## src/rtl/imem_dmem_arbiter_if.sv

```systemverilog
// Fetch, LSU and memory-side signals of imem_dmem_arbiter, bundled as one bus.
// slave is the arbiter's view; master is the view of the surrounding fetch/LSU/memory.
interface imem_dmem_arbiter_if #(
   parameter int ADDR_W = 64
);
   logic              flush_i;

   logic              i_req_i;
   logic [ADDR_W-1:0] i_addr_i;
   logic              i_ready_o;
   logic              i_resp_valid_o;
   logic [31:0]       i_instr_o;
   logic              i_exc_valid_o;
   logic [4:0]        i_exc_code_o;
   logic              i_resp_ready_i;

   logic              d_req_i;
   logic [ADDR_W-1:0] d_addr_i;
   logic              d_we_i;
   logic [63:0]       d_wdata_i;
   logic [7:0]        d_wstrb_i;
   logic              d_ready_o;
   logic              d_resp_valid_o;
   logic [63:0]       d_rdata_o;
   logic              d_exc_valid_o;
   logic [4:0]        d_exc_code_o;
   logic              d_resp_ready_i;

   logic              mem_req_o;
   logic [ADDR_W-1:0] mem_addr_o;
   logic              mem_we_o;
   logic [63:0]       mem_wdata_o;
   logic [7:0]        mem_wstrb_o;
   logic              mem_req_ready_i;
   logic              mem_resp_valid_i;
   logic [63:0]       mem_rdata_i;
   logic              mem_resp_err_i;
   logic              mem_resp_ready_o;

   modport slave (
      input  flush_i,
      input  i_req_i, i_addr_i, i_resp_ready_i,
      output i_ready_o, i_resp_valid_o, i_instr_o, i_exc_valid_o, i_exc_code_o,
      input  d_req_i, d_addr_i, d_we_i, d_wdata_i, d_wstrb_i, d_resp_ready_i,
      output d_ready_o, d_resp_valid_o, d_rdata_o, d_exc_valid_o, d_exc_code_o,
      output mem_req_o, mem_addr_o, mem_we_o, mem_wdata_o, mem_wstrb_o, mem_resp_ready_o,
      input  mem_req_ready_i, mem_resp_valid_i, mem_rdata_i, mem_resp_err_i
   );

   modport master (
      output flush_i,
      output i_req_i, i_addr_i, i_resp_ready_i,
      input  i_ready_o, i_resp_valid_o, i_instr_o, i_exc_valid_o, i_exc_code_o,
      output d_req_i, d_addr_i, d_we_i, d_wdata_i, d_wstrb_i, d_resp_ready_i,
      input  d_ready_o, d_resp_valid_o, d_rdata_o, d_exc_valid_o, d_exc_code_o,
      input  mem_req_o, mem_addr_o, mem_we_o, mem_wdata_o, mem_wstrb_o, mem_resp_ready_o,
      output mem_req_ready_i, mem_resp_valid_i, mem_rdata_i, mem_resp_err_i
   );
endinterface

```

## src/rtl/imem_dmem_arbiter.sv

```systemverilog
// Shares one in-order memory port between fetch and LSU: one transaction in flight, zero added latency on request and response; memory
// sees the owner's resp_ready as backpressure, squashed fetches drain internally. Define MEM_ARB_RR_EN for round-robin instead of data priority.
module imem_dmem_arbiter #(
   parameter int         ADDR_W        = 64,
   parameter logic [4:0] I_FAULT_CODE  = 5'd1,
   parameter logic [4:0] LD_FAULT_CODE = 5'd5,
   parameter logic [4:0] ST_FAULT_CODE = 5'd7
) (
   input logic               clk,
   input logic               resetn,
   imem_dmem_arbiter_if.slave bus
);

   typedef enum logic [1:0] {
      S_ARB_IDLE,
      S_ARB_WAIT_I,
      S_ARB_WAIT_D
   } arb_state_e;

   arb_state_e state_q, state_d;
   logic       squash_q, squash_d;
   logic       addr2_q, addr2_d;
   logic       we_q, we_d;
   logic       d_wins;

`ifdef MEM_ARB_RR_EN
   logic       rr_q, rr_d;
   assign d_wins = rr_q;
`else
   assign d_wins = 1'b1;
`endif

   logic              in_idle, in_wait_i, in_wait_d;
   logic              grant_d, i_hs, d_hs, drop_i, resp_hs;
   logic [ADDR_W-1:0] addr_mux;

   // Folding resetn into the state decode forces every output low during reset.
   assign in_idle   = resetn & (state_q == S_ARB_IDLE);
   assign in_wait_i = resetn & (state_q == S_ARB_WAIT_I);
   assign in_wait_d = resetn & (state_q == S_ARB_WAIT_D);

   assign grant_d = bus.d_req_i & (d_wins | ~bus.i_req_i);

   assign bus.i_ready_o = in_idle & bus.mem_req_ready_i & ~(bus.d_req_i & d_wins);
   assign bus.d_ready_o = in_idle & bus.mem_req_ready_i & ~(bus.i_req_i & ~d_wins);
   assign i_hs          = bus.i_req_i & bus.i_ready_o;
   assign d_hs          = bus.d_req_i & bus.d_ready_o;

   assign addr_mux        = grant_d ? bus.d_addr_i : bus.i_addr_i;
   assign bus.mem_req_o   = in_idle & (bus.i_req_i | bus.d_req_i);
   assign bus.mem_addr_o  = bus.mem_req_o ? addr_mux : '0;
   assign bus.mem_we_o    = bus.mem_req_o & grant_d & bus.d_we_i;
   assign bus.mem_wdata_o = (bus.mem_req_o & grant_d) ? bus.d_wdata_i : 64'd0;
   assign bus.mem_wstrb_o = (bus.mem_req_o & grant_d) ? bus.d_wstrb_i : 8'd0;

   assign drop_i             = squash_q | bus.flush_i;
   assign bus.i_resp_valid_o = in_wait_i & bus.mem_resp_valid_i & ~drop_i;
   assign bus.i_exc_valid_o  = bus.i_resp_valid_o & bus.mem_resp_err_i;
   assign bus.i_exc_code_o   = bus.i_exc_valid_o ? I_FAULT_CODE : 5'd0;
   assign bus.i_instr_o      = (bus.i_resp_valid_o & ~bus.mem_resp_err_i)
                             ? (addr2_q ? bus.mem_rdata_i[63:32] : bus.mem_rdata_i[31:0])
                             : 32'd0;

   assign bus.d_resp_valid_o = in_wait_d & bus.mem_resp_valid_i;
   assign bus.d_exc_valid_o  = bus.d_resp_valid_o & bus.mem_resp_err_i;
   assign bus.d_exc_code_o   = bus.d_exc_valid_o ? (we_q ? ST_FAULT_CODE : LD_FAULT_CODE) : 5'd0;
   assign bus.d_rdata_o      = (bus.d_resp_valid_o & ~bus.mem_resp_err_i) ? bus.mem_rdata_i : 64'd0;

   // A squashed fetch still has to consume its response so the port frees up.
   assign bus.mem_resp_ready_o = (in_wait_i & (drop_i | bus.i_resp_ready_i))
                               | (in_wait_d & bus.d_resp_ready_i);
   assign resp_hs = bus.mem_resp_valid_i & bus.mem_resp_ready_o;

   always_comb begin
      state_d  = state_q;
      squash_d = squash_q;
      addr2_d  = addr2_q;
      we_d     = we_q;
`ifdef MEM_ARB_RR_EN
      rr_d     = rr_q;
`endif
      case (state_q)
         S_ARB_IDLE: begin
            if (d_hs) begin
               state_d = S_ARB_WAIT_D;
               addr2_d = bus.d_addr_i[2];
               we_d    = bus.d_we_i;
`ifdef MEM_ARB_RR_EN
               rr_d    = 1'b0;
`endif
            end else if (i_hs) begin
               state_d = S_ARB_WAIT_I;
               addr2_d = bus.i_addr_i[2];
               we_d    = 1'b0;
`ifdef MEM_ARB_RR_EN
               rr_d    = 1'b1;
`endif
            end
         end
         S_ARB_WAIT_I: begin
            if (resp_hs) begin
               state_d  = S_ARB_IDLE;
               squash_d = 1'b0;
            end else if (bus.flush_i) begin
               squash_d = 1'b1;
            end
         end
         S_ARB_WAIT_D: begin
            if (resp_hs) state_d = S_ARB_IDLE;
         end
         default: state_d = S_ARB_IDLE;
      endcase
   end

   always_ff @(posedge clk) begin
      if (!resetn) begin
         state_q  <= S_ARB_IDLE;
         squash_q <= 1'b0;
         addr2_q  <= 1'b0;
         we_q     <= 1'b0;
`ifdef MEM_ARB_RR_EN
         rr_q     <= 1'b0;
`endif
      end else begin
         state_q  <= state_d;
         squash_q <= squash_d;
         addr2_q  <= addr2_d;
         we_q     <= we_d;
`ifdef MEM_ARB_RR_EN
         rr_q     <= rr_d;
`endif
      end
   end

endmodule

```

## src/flat_wrapper.sv

```systemverilog
// flat-port wrapper written by rule: the top's interface ports become plain ports
module imem_dmem_arbiter_flat 
#(
   parameter int         ADDR_W        = 64,
   parameter logic [4:0] I_FAULT_CODE  = 5'd1,
   parameter logic [4:0] LD_FAULT_CODE = 5'd5,
   parameter logic [4:0] ST_FAULT_CODE = 5'd7
)
  (clk, resetn, bus_flush_i, bus_i_req_i, bus_i_addr_i, bus_i_resp_ready_i, bus_i_ready_o, bus_i_resp_valid_o, bus_i_instr_o, bus_i_exc_valid_o, bus_i_exc_code_o, bus_d_req_i, bus_d_addr_i, bus_d_we_i, bus_d_wdata_i, bus_d_wstrb_i, bus_d_resp_ready_i, bus_d_ready_o, bus_d_resp_valid_o, bus_d_rdata_o, bus_d_exc_valid_o, bus_d_exc_code_o, bus_mem_req_o, bus_mem_addr_o, bus_mem_we_o, bus_mem_wdata_o, bus_mem_wstrb_o, bus_mem_resp_ready_o, bus_mem_req_ready_i, bus_mem_resp_valid_i, bus_mem_rdata_i, bus_mem_resp_err_i);
  imem_dmem_arbiter_if #(.ADDR_W(ADDR_W)) bus_i ();
  input logic clk;
  input logic resetn;
  input wire logic [$bits(bus_i.flush_i)-1:0] bus_flush_i;
  input wire logic [$bits(bus_i.i_req_i)-1:0] bus_i_req_i;
  input wire logic [$bits(bus_i.i_addr_i)-1:0] bus_i_addr_i;
  input wire logic [$bits(bus_i.i_resp_ready_i)-1:0] bus_i_resp_ready_i;
  output wire logic [$bits(bus_i.i_ready_o)-1:0] bus_i_ready_o;
  output wire logic [$bits(bus_i.i_resp_valid_o)-1:0] bus_i_resp_valid_o;
  output wire logic [$bits(bus_i.i_instr_o)-1:0] bus_i_instr_o;
  output wire logic [$bits(bus_i.i_exc_valid_o)-1:0] bus_i_exc_valid_o;
  output wire logic [$bits(bus_i.i_exc_code_o)-1:0] bus_i_exc_code_o;
  input wire logic [$bits(bus_i.d_req_i)-1:0] bus_d_req_i;
  input wire logic [$bits(bus_i.d_addr_i)-1:0] bus_d_addr_i;
  input wire logic [$bits(bus_i.d_we_i)-1:0] bus_d_we_i;
  input wire logic [$bits(bus_i.d_wdata_i)-1:0] bus_d_wdata_i;
  input wire logic [$bits(bus_i.d_wstrb_i)-1:0] bus_d_wstrb_i;
  input wire logic [$bits(bus_i.d_resp_ready_i)-1:0] bus_d_resp_ready_i;
  output wire logic [$bits(bus_i.d_ready_o)-1:0] bus_d_ready_o;
  output wire logic [$bits(bus_i.d_resp_valid_o)-1:0] bus_d_resp_valid_o;
  output wire logic [$bits(bus_i.d_rdata_o)-1:0] bus_d_rdata_o;
  output wire logic [$bits(bus_i.d_exc_valid_o)-1:0] bus_d_exc_valid_o;
  output wire logic [$bits(bus_i.d_exc_code_o)-1:0] bus_d_exc_code_o;
  output wire logic [$bits(bus_i.mem_req_o)-1:0] bus_mem_req_o;
  output wire logic [$bits(bus_i.mem_addr_o)-1:0] bus_mem_addr_o;
  output wire logic [$bits(bus_i.mem_we_o)-1:0] bus_mem_we_o;
  output wire logic [$bits(bus_i.mem_wdata_o)-1:0] bus_mem_wdata_o;
  output wire logic [$bits(bus_i.mem_wstrb_o)-1:0] bus_mem_wstrb_o;
  output wire logic [$bits(bus_i.mem_resp_ready_o)-1:0] bus_mem_resp_ready_o;
  input wire logic [$bits(bus_i.mem_req_ready_i)-1:0] bus_mem_req_ready_i;
  input wire logic [$bits(bus_i.mem_resp_valid_i)-1:0] bus_mem_resp_valid_i;
  input wire logic [$bits(bus_i.mem_rdata_i)-1:0] bus_mem_rdata_i;
  input wire logic [$bits(bus_i.mem_resp_err_i)-1:0] bus_mem_resp_err_i;
  assign bus_i.flush_i = bus_flush_i;
  assign bus_i.i_req_i = bus_i_req_i;
  assign bus_i.i_addr_i = bus_i_addr_i;
  assign bus_i.i_resp_ready_i = bus_i_resp_ready_i;
  assign bus_i_ready_o = bus_i.i_ready_o;
  assign bus_i_resp_valid_o = bus_i.i_resp_valid_o;
  assign bus_i_instr_o = bus_i.i_instr_o;
  assign bus_i_exc_valid_o = bus_i.i_exc_valid_o;
  assign bus_i_exc_code_o = bus_i.i_exc_code_o;
  assign bus_i.d_req_i = bus_d_req_i;
  assign bus_i.d_addr_i = bus_d_addr_i;
  assign bus_i.d_we_i = bus_d_we_i;
  assign bus_i.d_wdata_i = bus_d_wdata_i;
  assign bus_i.d_wstrb_i = bus_d_wstrb_i;
  assign bus_i.d_resp_ready_i = bus_d_resp_ready_i;
  assign bus_d_ready_o = bus_i.d_ready_o;
  assign bus_d_resp_valid_o = bus_i.d_resp_valid_o;
  assign bus_d_rdata_o = bus_i.d_rdata_o;
  assign bus_d_exc_valid_o = bus_i.d_exc_valid_o;
  assign bus_d_exc_code_o = bus_i.d_exc_code_o;
  assign bus_mem_req_o = bus_i.mem_req_o;
  assign bus_mem_addr_o = bus_i.mem_addr_o;
  assign bus_mem_we_o = bus_i.mem_we_o;
  assign bus_mem_wdata_o = bus_i.mem_wdata_o;
  assign bus_mem_wstrb_o = bus_i.mem_wstrb_o;
  assign bus_mem_resp_ready_o = bus_i.mem_resp_ready_o;
  assign bus_i.mem_req_ready_i = bus_mem_req_ready_i;
  assign bus_i.mem_resp_valid_i = bus_mem_resp_valid_i;
  assign bus_i.mem_rdata_i = bus_mem_rdata_i;
  assign bus_i.mem_resp_err_i = bus_mem_resp_err_i;
  imem_dmem_arbiter #(.ADDR_W(ADDR_W), .I_FAULT_CODE(I_FAULT_CODE), .LD_FAULT_CODE(LD_FAULT_CODE), .ST_FAULT_CODE(ST_FAULT_CODE)) u_core (.clk(clk), .resetn(resetn), .bus(bus_i));
endmodule
```

## config.mk

```make
export PLATFORM = sky130hd
export DESIGN_NAME = imem_dmem_arbiter_flat
export DESIGN_NICKNAME = d
export VERILOG_FILES = /design/src/rtl/imem_dmem_arbiter_if.sv /design/src/rtl/imem_dmem_arbiter.sv /design/src/flat_wrapper.sv
export SDC_FILE = /design/constraint.sdc
export NUM_CORES = 1
export LEC_CHECK = 0
export CORE_AREA = 4 4 204 206
export CTS_BUF_LIST = sky130_fd_sc_hd__clkbuf_4 sky130_fd_sc_hd__clkbuf_8
export DETAILED_ROUTE_END_ITERATION = 6
export DIE_AREA = 0 0 208 210
export PLACE_DENSITY = 0.4
export SETUP_SLACK_MARGIN = 0.4
export SLEW_MARGIN = 20
export SYNTH_ARGS = -nofsm -noshare
export SYNTH_HDL_FRONTEND = slang
export SYNTH_SLANG_ARGS = --single-unit
```

## constraint.sdc

```tcl
create_clock -name clk -period 3.8 [get_ports clk]
set_clock_uncertainty 0.05 [all_clocks]
set_input_delay 0.76 -clock clk [delete_from_list [all_inputs] [get_ports clk]]
set_output_delay 0.76 -clock clk [all_outputs]
set_load 0.02 [all_outputs]
```

# == Word-level counts from Yosys, hierarchy flattened ==
# Index checks and enable logic that the tools add are counted.
# op_classes
n_mul,0
order_cmp,0
n_bitwise,27
div,0
n_eq_ne,4
n_reduce_logical,7
shifts,0
add_sub_neg,0
mux,20
# op_table
op,count
two-way mux 64 bit,4
two-way mux 32 bit,2
bitwise AND 1 bit,20
two-way mux 2 bit,4
two-way mux 8 bit,1
two-way mux 1 bit,7
AND reduction 2 bit,3
two-way mux 5 bit,1
OR 1 bit,4
case mux 2 bit (2 select lines),1
nonzero test 2 bit,2
"inequality test 3 x 1 -> 1 bit, second input constant",1
NOT 1 bit,3
"== test 2 x 1 -> 1 bit, second input constant",1
"== test 2 bit, second input constant",1
logical NOT 2 bit,1
"inequality test 2 x 1 -> 1 bit, second input constant",1
OR reduction 2 bit,1
# word_totals
mem_bits_ro,0
latchBits,0
input_bits,275
output_inout_bits,251
n_memories,0
elab_cells,62
ramBits,0
reg_bits,5

# == Longest topological paths before layout ==
# logic_depth
depth_word,8
depth_mapped,7

# == Worst setup path before layout ==
# OpenSTA, ideal clock, no wires.
# synth_path
kind,input to output
start,input resetn
end,output bus_i_instr_o[10]
slack_ps,1229
stages,5
arrival_time_ps,1761
path_cell_list,nand3_1 > nor3_4 > nand2b_2 > buf_6 > nor2_1
# synth_via
elab_chain_cells,5
# synth_lines
item,line_no,source
start: declaration,flat_wrapper.sv:12,input logic resetn;
bitwise AND 1 bit,imem_dmem_arbiter.sv:39,assign in_wait_i = resetn & (state_q == S_ARB_WAIT_I);
bitwise AND 1 bit (2 in a row),imem_dmem_arbiter.sv:57,assign bus.i_resp_valid_o = in_wait_i & bus.mem_resp_valid_i & ~drop_i;
via bus_i_resp_valid_o,flat_wrapper.sv:18,output wire logic [$bits(bus_i.i_resp_valid_o)-1:0] bus_i_resp_valid_o;
bitwise AND 1 bit,imem_dmem_arbiter.sv:60,assign bus.i_instr_o = (bus.i_resp_valid_o & ~bus.mem_resp_err_i)
two-way mux 32 bit,imem_dmem_arbiter.sv:61,? (addr2_q ? bus.mem_rdata_i[63:32] : bus.mem_rdata_i[31:0])
end: declaration,flat_wrapper.sv:19,output wire logic [$bits(bus_i.i_instr_o)-1:0] bus_i_instr_o;
# The timed path passes the listed nets, and every way through them passes these cells.

# == Worst setup path after layout ==
# layout_path
start,input bus_i_req_i
end,output bus_mem_addr_o[52]
# layout_via
elab_chain_cells,3
# layout_lines
item,line_no,source
start: declaration,flat_wrapper.sv:14,input wire logic [$bits(bus_i.i_req_i)-1:0] bus_i_req_i;
OR 1 bit,imem_dmem_arbiter.sv:50,assign bus.mem_req_o = in_idle & (bus.i_req_i | bus.d_req_i);
bitwise AND 1 bit,imem_dmem_arbiter.sv:50,
two-way mux 64 bit,imem_dmem_arbiter.sv:51,assign bus.mem_addr_o = bus.mem_req_o ? addr_mux : '0;
end: declaration,flat_wrapper.sv:34,output wire logic [$bits(bus_i.mem_addr_o)-1:0] bus_mem_addr_o;
# Every way passes these cells.

==> flow_summary.yaml <==
run_status:
  outcome: "finished, final reports clean"
sta:
  final_max_slew_viol_count: 0
  period_needed_ns: 3.436
  timing.final.crit_share_pct: 90.41
  tns_ns: 0
  hold_viol: 0
  rsz0062_at_grt: "true"
  finalSetupViolations: 0
  max_freq_mhz: 291.1
routing:
  wl_um: 22290
  initialDrtViolationCount: 161
  route.vias.total: 4678
  dr.pass1.iters: 4
  drc: 0
  ant_nets: 0
  viasPerCell: 3.240
  routedWlPerCell_um: 15.44
critical_path:
  crit_arrival_ns: 2.63
  critPathLaunchType: "input pin"
  slowest_delay_ns: 0.64
  critPathMaxFanout: 33
  crit_buf_inv: 4
  cp-end-kind: "output pin"
  critPathMostFrequentCell: "clkdlybuf4s50_1"
  slowest_stage: "clkdlybuf4s50_1"
  crit_family: "buffers and inverters"
  cp.required_ns: 2.99
  worstSetupPathType: "in2out"
  crit_chain: "clkdlybuf4s50_1 -> o211ai_1 -> buf_4 -> clkbuf_16 -> nor2_1 -> clkdlybuf4s50_1"
clock_network:
  cts.htree.levels: 1
  cts_tree: "done"
  cts-hold-fix-buffers: 0
  cts.sinks: 5
  clockBufferDepth: 2
  clkLatencyLatePin_ns: 0.22
  root_buffer: "clkbuf_8"
  clk_transition_reported_paths_ns: 0.04
  cts_made_buffers: 3
global_routing:
  grt.total_usage_pct: 8.996
  antenna_found_initial: 2
  overflow: 0
  grt_max_degree: 73
  grt_pass1_vias: 4676
  grt_pass1_wl_um: 30070
logic_synthesis:
  ys_seq_area_share_pct: 3.400
  synth_top_cell_by_area: "mux2i_1"
  avgSynthCellArea_um2: 6.927
  synth_cell_types: 31
  yosysWarnings: 0
  synth.top_cell.area_share_pct: 32.98
  synth.ff_latch_count: 5
  synth_area_leaders: "mux2i_1, and2_1, nor2_1"
  syn-cell-area_um2: 2944
  syn_inst: 425
job:
  cap_violations: 0
power_and_ir_drop:
  pwr_density_cell_nw_per_um2: 191.2
  power.leakage_nw: 4.131
  peakVddDrop_uv: 80.42
  power_mw: 1.648
placement:
  place.gp.congestion: 0.8060
  io_buffers: 519
  hpwl_um: 19080
die:
  core-area_um2: 39640
  initial_utilization_pct: 7.427
  die_area_um2: 43680
  die_y_um: 210
  io_pins: 526
  rows: 73
  die_w_um: 208
finish:
  design.final.nets: 1197
  fill_cells: 4435
  drive_above_1_share_pct: 2.832
  areaGrowthSynthToFinish_pct: 192.7
hold_path:
  holdCritPathClass: "reg2reg"
==> power by group <==
part / leakage, nW / internal [mW] / switching [mW] / total [mW]
clock: 0.0262 / 0.0791 / 0.0258 / 0.105
combinational: 4.06 / 0.767 / 0.694 / 1.46
sequential: 0.0413 / 0.0639 / 0.0186 / 0.0825
==> cells in the final DEF, fill, tap and decap left out, types with 2 or more instances in the layout <==
cell type	n
clkdlybuf4s50_1	395
and2_1	139
mux2i_1	97
nor2_1	97
dlygate4sd2_1	96
dlymetal6s2s_1	26
nand2_1	7
buf_4	7
conb_1	6
buf_12	5
dfxtp_1	4
inv_1	3
o211ai_1	3
and3_1	3
ha_1	3
clkbuf_8	3
nand3_1	2
nor2b_1	2
a21oi_1	2
==> layer usage <==
layer | vias to the layer above | global-route usage (%) | wire length [µm]
met5 | - | 0 | 14
met4 | 4 | 1.925 | 384
met3 | 18 | 3.914 | 2409
met2 | 302 | 16.78 | 11270
met1 | 2013 | 9.413 | 8215
li1 | 2341 | - | -
==> state kept, by name, summed over array words and instances (netlist names) <==
register,count
u_core.we_q,1
u_core.state_q,2
u_core.addr2_q,1
u_core.squash_q,1
==> per-stage QoR <==
stage | setup WS (ns) | cells | instance area (µm²) | hold WS, ns | util [%]
after floorplan | 1.229 | 430 | 2963 | 0.4054 | -
after detailed placement | 0.1854 | 1437 | 8598 | 0.4443 | 21.69
after global placement | 0.2156 | 1437 | 8598 | 0.4244 | 21.69
after CTS | 0.3337 | 1441 | 8527 | 0.4497 | 21.51
after global routing | 0.2898 | 1443 | 8616 | 0.4947 | 21.73
final | 0.3644 | 1444 | 8618 | 0.4494 | 21.74
==> tightest hold or removal path, delay by kind of cell (launching register included) <==
family | cells | cell delay [ns]
DFF | 1 | 0.31
muxes | 1 | 0.06
and+or+nand+nor | 1 | 0.07
==> timing repair <==
action	in CTS	in global routing
gates cloned	0	1
pin swaps	0	1
resized for setup	96	28
setup endpoints to repair	233	67
setup buffers	0	1
==> logic make-up after synthesis <==
| logic type | count (synthesis) | share of synthesized area (%) |
|---|---|---|
| AO/OA/AOI/OAI | 10 | 2.465 |
| adder cells (fa/ha/maj) | 3 | 1.275 |
| buffers and inverters | 50 | 12.75 |
| flip-flops | 5 | 3.400 |
| multiplexers | 97 | 32.98 |
| other | 1 | 0.1274 |
| AND/OR/NAND/NOR | 259 | 47.00 |
==> worst paths after layout <==
kind | slack (ns) | from | to | cells after the start
worst min-delay path | 0.45 | u_core.state_q[0]$_SDFFE_PN0P_ | u_core.state_q[0]$_SDFFE_PN0P_ | 2
worst min register to register | 0.45 | u_core.state_q[0]$_SDFFE_PN0P_ | u_core.state_q[0]$_SDFFE_PN0P_ | 2
worst max register to register | 2.23 | u_core.state_q[0]$_SDFFE_PN0P_ | u_core.state_q[1]$_SDFFE_PN0P_ | 5
worst max-delay path | 0.36 | bus_i_req_i | bus_mem_addr_o[52] | 6
==> synthesized netlist by cell type <==
library cell and count:
nor3_4 1, a22oi_1 1, nand3_1 2, and2_1 139, conb_1 1, buf_4 17
nor2_1 97, o21a_1 1, nor3_2 1, and3_4 1, buf_2 8, and2b_1 1
ha_1 3, and3_1 4, a31o_2 1, dfxtp_1 5, clkbuf_1 1, nand2_1 7
buf_6 14, nand2b_1 1, nor3b_1 1, o211ai_1 3, a21boi_0 1, mux2i_1 97
clkbuf_2 7, a21oi_1 2, nand2b_2 1, o221ai_1 1, and2_4 1, nor2b_1 2
inv_1 3
==> area by class of cell <==
class	instances	area, µm²	share of cell area (%)
Timing Repair Buffer	531	5309	61.60
Multi-Input combinational cell	375	2489	28.88
Tap cell	525	656.9	7.622
Sequential cell	5	101.3	1.176
Clock buffer	4	48.80	0.5662
Inverter	3	11.26	0.1307
Antenna cell	1	2.502	0.02904
No activity file was read; power rests on OpenSTA's default activity.
